<file path="config.mk">
export PLATFORM = sky130hd
export DESIGN_NAME = axi4s_lfsr_mc
export DESIGN_NICKNAME = d
export VERILOG_FILES = /design/src/rtl/axi4s_lfsr_pkg.sv /design/src/rtl/axi4s_lfsr_mc_lfsr_core.sv /design/src/rtl/axi4s_lfsr_mc.sv
export SDC_FILE = /design/constraint.sdc
export NUM_CORES = 1
export LEC_CHECK = 0
export ABC_AREA = 1
export CAP_MARGIN = 5
export CORE_ASPECT_RATIO = 0.5
export CORE_MARGIN = 10
export CORE_UTILIZATION = 64
export DETAILED_ROUTE_END_ITERATION = 16
export PLACE_DENSITY_LB_ADDON = 0.25
export SLEW_MARGIN = 15
export SYNTH_ARGS = -nofsm -noshare
export SYNTH_HDL_FRONTEND = slang
export SYNTH_SLANG_ARGS = --single-unit
</file>
<file path="constraint.sdc">
create_clock -name aclk -period 4.49 [get_ports aclk]
set_clock_uncertainty 0.05 [all_clocks]
set_input_delay 0.6735 -clock aclk [delete_from_list [all_inputs] [get_ports aclk]]
set_output_delay 0.6735 -clock aclk [all_outputs]
set_load 0.03 [all_outputs]
</file>
<file path="src/rtl/axi4s_lfsr_pkg.sv">
// ---------------------------------------------------------------------------
// axi4s_lfsr_pkg
//   Shared definitions for the multi-channel AXI4-Stream LFSR scrambler:
//   default feedback polynomial and seed, the stream-ID width rule, and the
//   zero-seed substitution used when software writes an all-zero seed.
//   No ports (package).
// ---------------------------------------------------------------------------
package axi4s_lfsr_pkg;

    // Widest LFSR the seed helper handles; callers cast to their own width.
    localparam int MAX_DEGREE = 64;

    localparam logic [15:0] DEFAULT_POLYNOMIAL = 16'b0110_1000_0000_0001;
    localparam logic [15:0] DEFAULT_SEED       = 16'h0001;

    // One channel still needs a one-bit tid on the bus.
    function automatic int tid_width(input int n_channels);
        return (n_channels > 1) ? $clog2(n_channels) : 1;
    endfunction

    // An all-zero LFSR state never leaves zero, so it is swapped for the
    // fallback seed.
    function automatic logic [MAX_DEGREE-1:0] nonzero_seed(
        input logic [MAX_DEGREE-1:0] value,
        input logic [MAX_DEGREE-1:0] fallback
    );
        return (value == '0) ? fallback : value;
    endfunction

endpackage

</file>
<file path="src/rtl/axi4s_lfsr_mc_lfsr_core.sv">
// ---------------------------------------------------------------------------
// lfsr_core
//   Combinational Fibonacci LFSR stepper. Advances the state OUTPUT_WIDTH
//   times per call; each step emits state[0] as the next keystream bit and
//   shifts in the parity of the tapped bits at the MSB.
//   Ports:
//     state_i  in  WIDTH         current LFSR state
//     ks_o     out OUTPUT_WIDTH  keystream word, bit 0 produced first
//     next_o   out WIDTH         state after OUTPUT_WIDTH steps
// ---------------------------------------------------------------------------
module lfsr_core
    import axi4s_lfsr_pkg::*;
#(
    parameter int                WIDTH        = 16,
    parameter logic [WIDTH-1:0]  POLYNOMIAL   = WIDTH'(DEFAULT_POLYNOMIAL),
    parameter int                OUTPUT_WIDTH = 8
) (
    input  logic [WIDTH-1:0]        state_i,
    output logic [OUTPUT_WIDTH-1:0] ks_o,
    output logic [WIDTH-1:0]        next_o
);

    logic [WIDTH-1:0] step_state;

    always_comb begin
        // NOTE: blocking assignments here are deliberate; each loop pass must
        // see the state produced by the previous pass within the same evaluation.
        step_state = state_i;
        ks_o       = '0;
        for (int i = 0; i < OUTPUT_WIDTH; i++) begin
            ks_o[i]    = step_state[0];
            step_state = {^(step_state & POLYNOMIAL), step_state[WIDTH-1:1]};
        end
        next_o = step_state;
    end

endmodule

</file>
<file path="src/rtl/axi4s_lfsr_mc.sv">
// ---------------------------------------------------------------------------
// axi4s_lfsr_mc
//   Multi-channel AXI4-Stream scrambler. Each tid owns a seed register and a
//   running LFSR state; a beat's tdata is XORed with the keystream word of
//   its channel and the channel state advances. One registered output stage
//   with full-throughput skid-free handshake.
//   Ports:
//     aclk, aresetn                        clock, async active-low reset
//     target_tvalid/tready/tdata/tlast/tid  input stream
//     initiator_tvalid/tready/tdata/tlast/tid  output stream
//     cfg_seed_valid/chan/value             seed register write strobe
//     cfg_bypass                            1 = pass data through, freeze state
// ---------------------------------------------------------------------------
module axi4s_lfsr_mc
    import axi4s_lfsr_pkg::*;
#(
    parameter int                     POLY_DEGREE    = 16,
    parameter logic [POLY_DEGREE-1:0] POLYNOMIAL     = POLY_DEGREE'(DEFAULT_POLYNOMIAL),
    parameter logic [POLY_DEGREE-1:0] SEED           = POLY_DEGREE'(DEFAULT_SEED),
    parameter int                     TDATA_WIDTH    = 8,
    parameter int                     N_CHANNELS     = 4,
    parameter bit                     RELOAD_ON_LAST = 1'b1,
    localparam int                    TID_WIDTH      = tid_width(N_CHANNELS)
) (
    input  logic                   aclk,
    input  logic                   aresetn,

    input  logic                   target_tvalid,
    output logic                   target_tready,
    input  logic [TDATA_WIDTH-1:0] target_tdata,
    input  logic                   target_tlast,
    input  logic [TID_WIDTH-1:0]   target_tid,

    output logic                   initiator_tvalid,
    input  logic                   initiator_tready,
    output logic [TDATA_WIDTH-1:0] initiator_tdata,
    output logic                   initiator_tlast,
    output logic [TID_WIDTH-1:0]   initiator_tid,

    input  logic                   cfg_seed_valid,
    input  logic [TID_WIDTH-1:0]   cfg_seed_chan,
    input  logic [POLY_DEGREE-1:0] cfg_seed_value,
    input  logic                   cfg_bypass
);

    // Per-channel context
    logic [POLY_DEGREE-1:0] seed_q  [N_CHANNELS];
    logic [POLY_DEGREE-1:0] seed_d  [N_CHANNELS];
    logic [POLY_DEGREE-1:0] state_q [N_CHANNELS];
    logic [POLY_DEGREE-1:0] state_d [N_CHANNELS];

    // Output register stage
    logic                   valid_q, valid_d;
    logic [TDATA_WIDTH-1:0] data_q,  data_d;
    logic                   last_q,  last_d;
    logic [TID_WIDTH-1:0]   tid_q,   tid_d;

    logic                   accept;
    logic                   chan_ok;
    logic                   scramble;
    logic [TID_WIDTH-1:0]   sel;
    logic [POLY_DEGREE-1:0] cur_state;
    logic [POLY_DEGREE-1:0] ks_next;
    logic [TDATA_WIDTH-1:0] ks;
    logic [POLY_DEGREE-1:0] seed_fixed;

    // Ready is forced low in reset so no handshake can complete while the
    // output register is being cleared.
    assign target_tready = aresetn && (!valid_q || initiator_tready);
    assign accept        = target_tvalid && target_tready;

    // Out-of-range tids are steered to channel 0 for the mux only; they never
    // scramble or update state.
    assign chan_ok   = (int'(target_tid) < N_CHANNELS);
    assign sel       = chan_ok ? target_tid : '0;
    assign cur_state = state_q[sel];
    assign scramble  = !cfg_bypass && chan_ok;

    assign seed_fixed = POLY_DEGREE'(nonzero_seed(MAX_DEGREE'(cfg_seed_value),
                                                  MAX_DEGREE'(SEED)));

    lfsr_core #(
        .WIDTH        (POLY_DEGREE),
        .POLYNOMIAL   (POLYNOMIAL),
        .OUTPUT_WIDTH (TDATA_WIDTH)
    ) u_lfsr_core (
        .state_i (cur_state),
        .ks_o    (ks),
        .next_o  (ks_next)
    );

    always_comb begin
        // NOTE: every variable gets a default before any condition so no path
        // leaves it unassigned (which would infer a latch).
        valid_d = accept || (valid_q && !initiator_tready);
        data_d  = data_q;
        last_d  = last_q;
        tid_d   = tid_q;
        if (accept) begin
            data_d = scramble ? (target_tdata ^ ks) : target_tdata;
            last_d = target_tlast;
            tid_d  = target_tid;
        end

        for (int c = 0; c < N_CHANNELS; c++) begin
            seed_d[c]  = seed_q[c];
            state_d[c] = state_q[c];
            if (accept && scramble && (sel == TID_WIDTH'(c))) begin
                state_d[c] = (RELOAD_ON_LAST && target_tlast) ? seed_q[c] : ks_next;
            end
            // A seed write wins over the beat's own state update; the beat
            // has already used the old state through the mux above.
            if (cfg_seed_valid && (cfg_seed_chan == TID_WIDTH'(c))) begin
                seed_d[c]  = seed_fixed;
                state_d[c] = seed_fixed;
            end
        end
    end

    // NOTE: non-blocking assignments for all registered state so every flop
    // samples its _d value from before this edge.
    always_ff @(posedge aclk or negedge aresetn) begin
        if (!aresetn) begin
            valid_q <= 1'b0;
            data_q  <= '0;
            last_q  <= 1'b0;
            tid_q   <= '0;
            // NOTE: the context arrays are reset too; a channel must restart
            // from SEED after reset, so these cannot be left as uninitialised RAM.
            for (int c = 0; c < N_CHANNELS; c++) begin
                seed_q[c]  <= SEED;
                state_q[c] <= SEED;
            end
        end else begin
            valid_q <= valid_d;
            data_q  <= data_d;
            last_q  <= last_d;
            tid_q   <= tid_d;
            for (int c = 0; c < N_CHANNELS; c++) begin
                seed_q[c]  <= seed_d[c];
                state_q[c] <= state_d[c];
            end
        end
    end

    assign initiator_tvalid = valid_q;
    assign initiator_tdata  = data_q;
    assign initiator_tlast  = last_q;
    assign initiator_tid    = tid_q;

endmodule

</file>
==> metrics.txt <==
outcome=finished, final reports clean; Root Driver=clkbuf_16; vias in the first global route=around 6.8k; multi-input logic area=about 3400 um^2; Detailed Routing Iterations Pass 1=6; total negative setup slack=0 ns; Final setup viols=0; sequential area share after synthesis=0.471; RSZ-0062 raised after global routing=false; initial antenna violation count=0; initial drt markers=roughly 1.0k; Final #Nets=1,069; total die area=about 17,000 um^2; layout cells sized above 1=0.0908; Pwr Total=about 4.3 mW; Synth Area per Inst=7.47 um^2; Worst EP required=about 4.7 ns; DRC violations left=0; post-synthesis compound-gate area fraction=0.164; yosys synthesis warning count=0; Worst-path clk slew=about 0.060 ns; crit-path max FO=16; Fill cells=801; Final Hold Fails=0; Critical Path End Type=flop; Avg WL per Cell=19.8 um; Post-synth EDFFs=0; async set-reset flop share out of synthesis=1.00; post-route clock period utilization=0.725; Synth Register Bits=between 100 and 150; Routability Congestion=between 0.9 and 1; area delta synth->final=15.4%; clk sinks=between 100 and 150; power density over cell area=slightly above 500 nW/um^2; first-pass GRT wire length=about 37 mm; mux share of post-synthesis cell area=0; sequential cell area=roughly 3500 um^2; Top Ports=48; DR vias/cell=just over 6; die height=between 90 and 100 um; Pins Over Slew Limit=0; H-tree depth=4; CTS Hold Bufs=0; WHS=0.377 ns; Via Count=~7.5k; Post-Synthesis Cells=997; Slew @ Worst Pin=1.16 ns; Longest Clk Path Bufs=2; placement row count=27; Mapped Area=~7500 um^2; Critical Path Start Type=input port; Cell variety after synth=40; Clk Latency, worst-skew pair=between 0.4 and 0.5 ns; largest family of logic cells by synthesized area=simple AND/OR/NAND/NOR gates; setup bufs post-CTS=0; Net Count, Synth=roughly 1.0k; Slew headroom=0.223; PortBufs=47; Initial Util=0.666; post-synthesis xor/xnor area fraction=0.00940; die width=173 um; fraction of the mapped netlist area in simple logic gates=0.276; largest net degree at the start of global routing=72; peak supply drop=~0.33 mV; Lkg Pwr=around 4.2 nW; achievable frequency=0.307 GHz; Primary FF master, synth=dfrtp_1; TritonCTS Buffers=17; Ant. Diodes=0; # resized after CTS=0; DP HPWL=roughly 16 mm; Arrival @ worst endpoint=approximately 3.5 ns; Core Region=about 11,000 um^2; final antenna-violating net count=0; adder-cell share of the synthesized area=0; clock period minus worst slack=between 3 and 4 ns; Routed WL=roughly 24 mm; Worst Hold Class=in -> async; Crit Path Class=in -> reg; CTS tree=built; GRT Total Usage=0.286; grt total ovfl=0; max-cap violations=0
final timing paths:
path	from	to	slack [ns]	cells after the start
setup reg to reg	initiator_tvalid	state_q[39]	1.93	9
max in group asynchronous	aresetn	state_q[21]	2.59	3
min in group aclk	seed_q[59]	seed_q[59]	0.43	2
hold / removal	aresetn	initiator_tvalid	0.38	2
setup / recovery	target_tid[1]	state_q[12]	1.24	15
hold reg to reg	seed_q[59]	seed_q[59]	0.43	2
per-layer routing:
| layer | global-route usage | up-vias | routed length, um |
|---|---|---|---|
| met1 | 0.392 | 3469 | 9930 |
| met4 | 0.0971 | 0 | 580 |
| met2 | 0.414 | 586 | 9790 |
| met3 | 0.101 | 68 | 3600 |
| li1 | - | 3359 | - |
| met5 | 0 | - | 0 |
sequential cells by signal, indices dropped and copies added, names as in the netlist:
| signal | count |
|---|---|
| initiator_tdata | 8 |
| initiator_tlast | 1 |
| seed_q | 64 |
| initiator_tvalid | 1 |
| state_q | 64 |
| initiator_tid | 2 |
power by group:
part	leakage, nW	switching [mW]	internal (mW)
Clock	0.264	0.575	0.762
Combinational	2.25	0.839	0.434
Sequential	1.68	0.179	1.55
cells in the final DEF, fill, tap and decap left out, types with 9 or more instances in the layout:
cell / instances
o21ai_1: 9
nand2_2: 11
clkbuf_16: 17
o21ai_0: 104
inv_1: 77
clkdlybuf4s50_1: 46
nand3_1: 60
nand2_1: 327
dfrtp_1: 132
a31oi_1: 25
nor2_1: 68
a21oi_1: 35
buf_4: 26
o22ai_1: 20
cell families after synthesis:
group           Yosys count
buf+inv                 138
xor+xnor                  8
simple gates            492
flops                   140
compound gates          219
cell type report:
type / count / area share
sequential: 140 / 0.408
multi-input combinational: 719 / 0.390
timing repair buffer: 73 / 0.0775
clock buffer: 18 / 0.0499
inverter: 83 / 0.0368
tap: 159 / 0.0231
clock inverter: 13 / 0.0138
worst max-delay path, stage by stage:
cell             delay [ns]
clkdlybuf4s50_1        0.79
nor2_4                 0.58
nand2_1                0.11
nand2_1                0.10
inv_1                  0.04
nand2_1                0.07
nand2_1                0.10
nand2_2                0.14
inv_1                  0.05
nand2_1                0.07
nand2_1                0.09
o21ai_1                0.38
nor2_1                 0.09
o21ai_1                0.15
nand2_1                0.06
synth_stat cells (7+ instances only):
| cell type | n | area, um^2 |
|---|---|---|
| o22ai_1 | 20 | 125 |
| buf_6 | 7 | 78.8 |
| nor2_1 | 68 | 255 |
| clkbuf_1 | 39 | 146 |
| a31oi_1 | 25 | 156 |
| dfrtp_1 | 132 | 3300 |
| dfstp_2 | 8 | 210 |
| o21ai_1 | 9 | 45.0 |
| o21ai_0 | 104 | 521 |
| a21oi_1 | 35 | 175 |
| nand2_1 | 327 | 1230 |
| nand2_2 | 11 | 68.8 |
| nand3_1 | 60 | 300 |
| a22oi_1 | 8 | 60.1 |
| inv_1 | 77 | 289 |
metrics by stage:
stage / cell area, um^2 / cells / utilization / worst slack, ns
5_1_grt: 8600 / 1205 / 0.769 / 1.04
4_1_cts: 8600 / 1205 / 0.769 / 1.34
6_report: 8600 / 1205 / 0.769 / 1.24
3_5_place_dp: 8060 / 1174 / 0.720 / 0.921
3_3_place_gp: 8060 / 1174 / 0.720 / 0.947
2_1_floorplan: 7450 / 997 / - / 1.71
No activity file was read; power rests on OpenSTA's default activity.
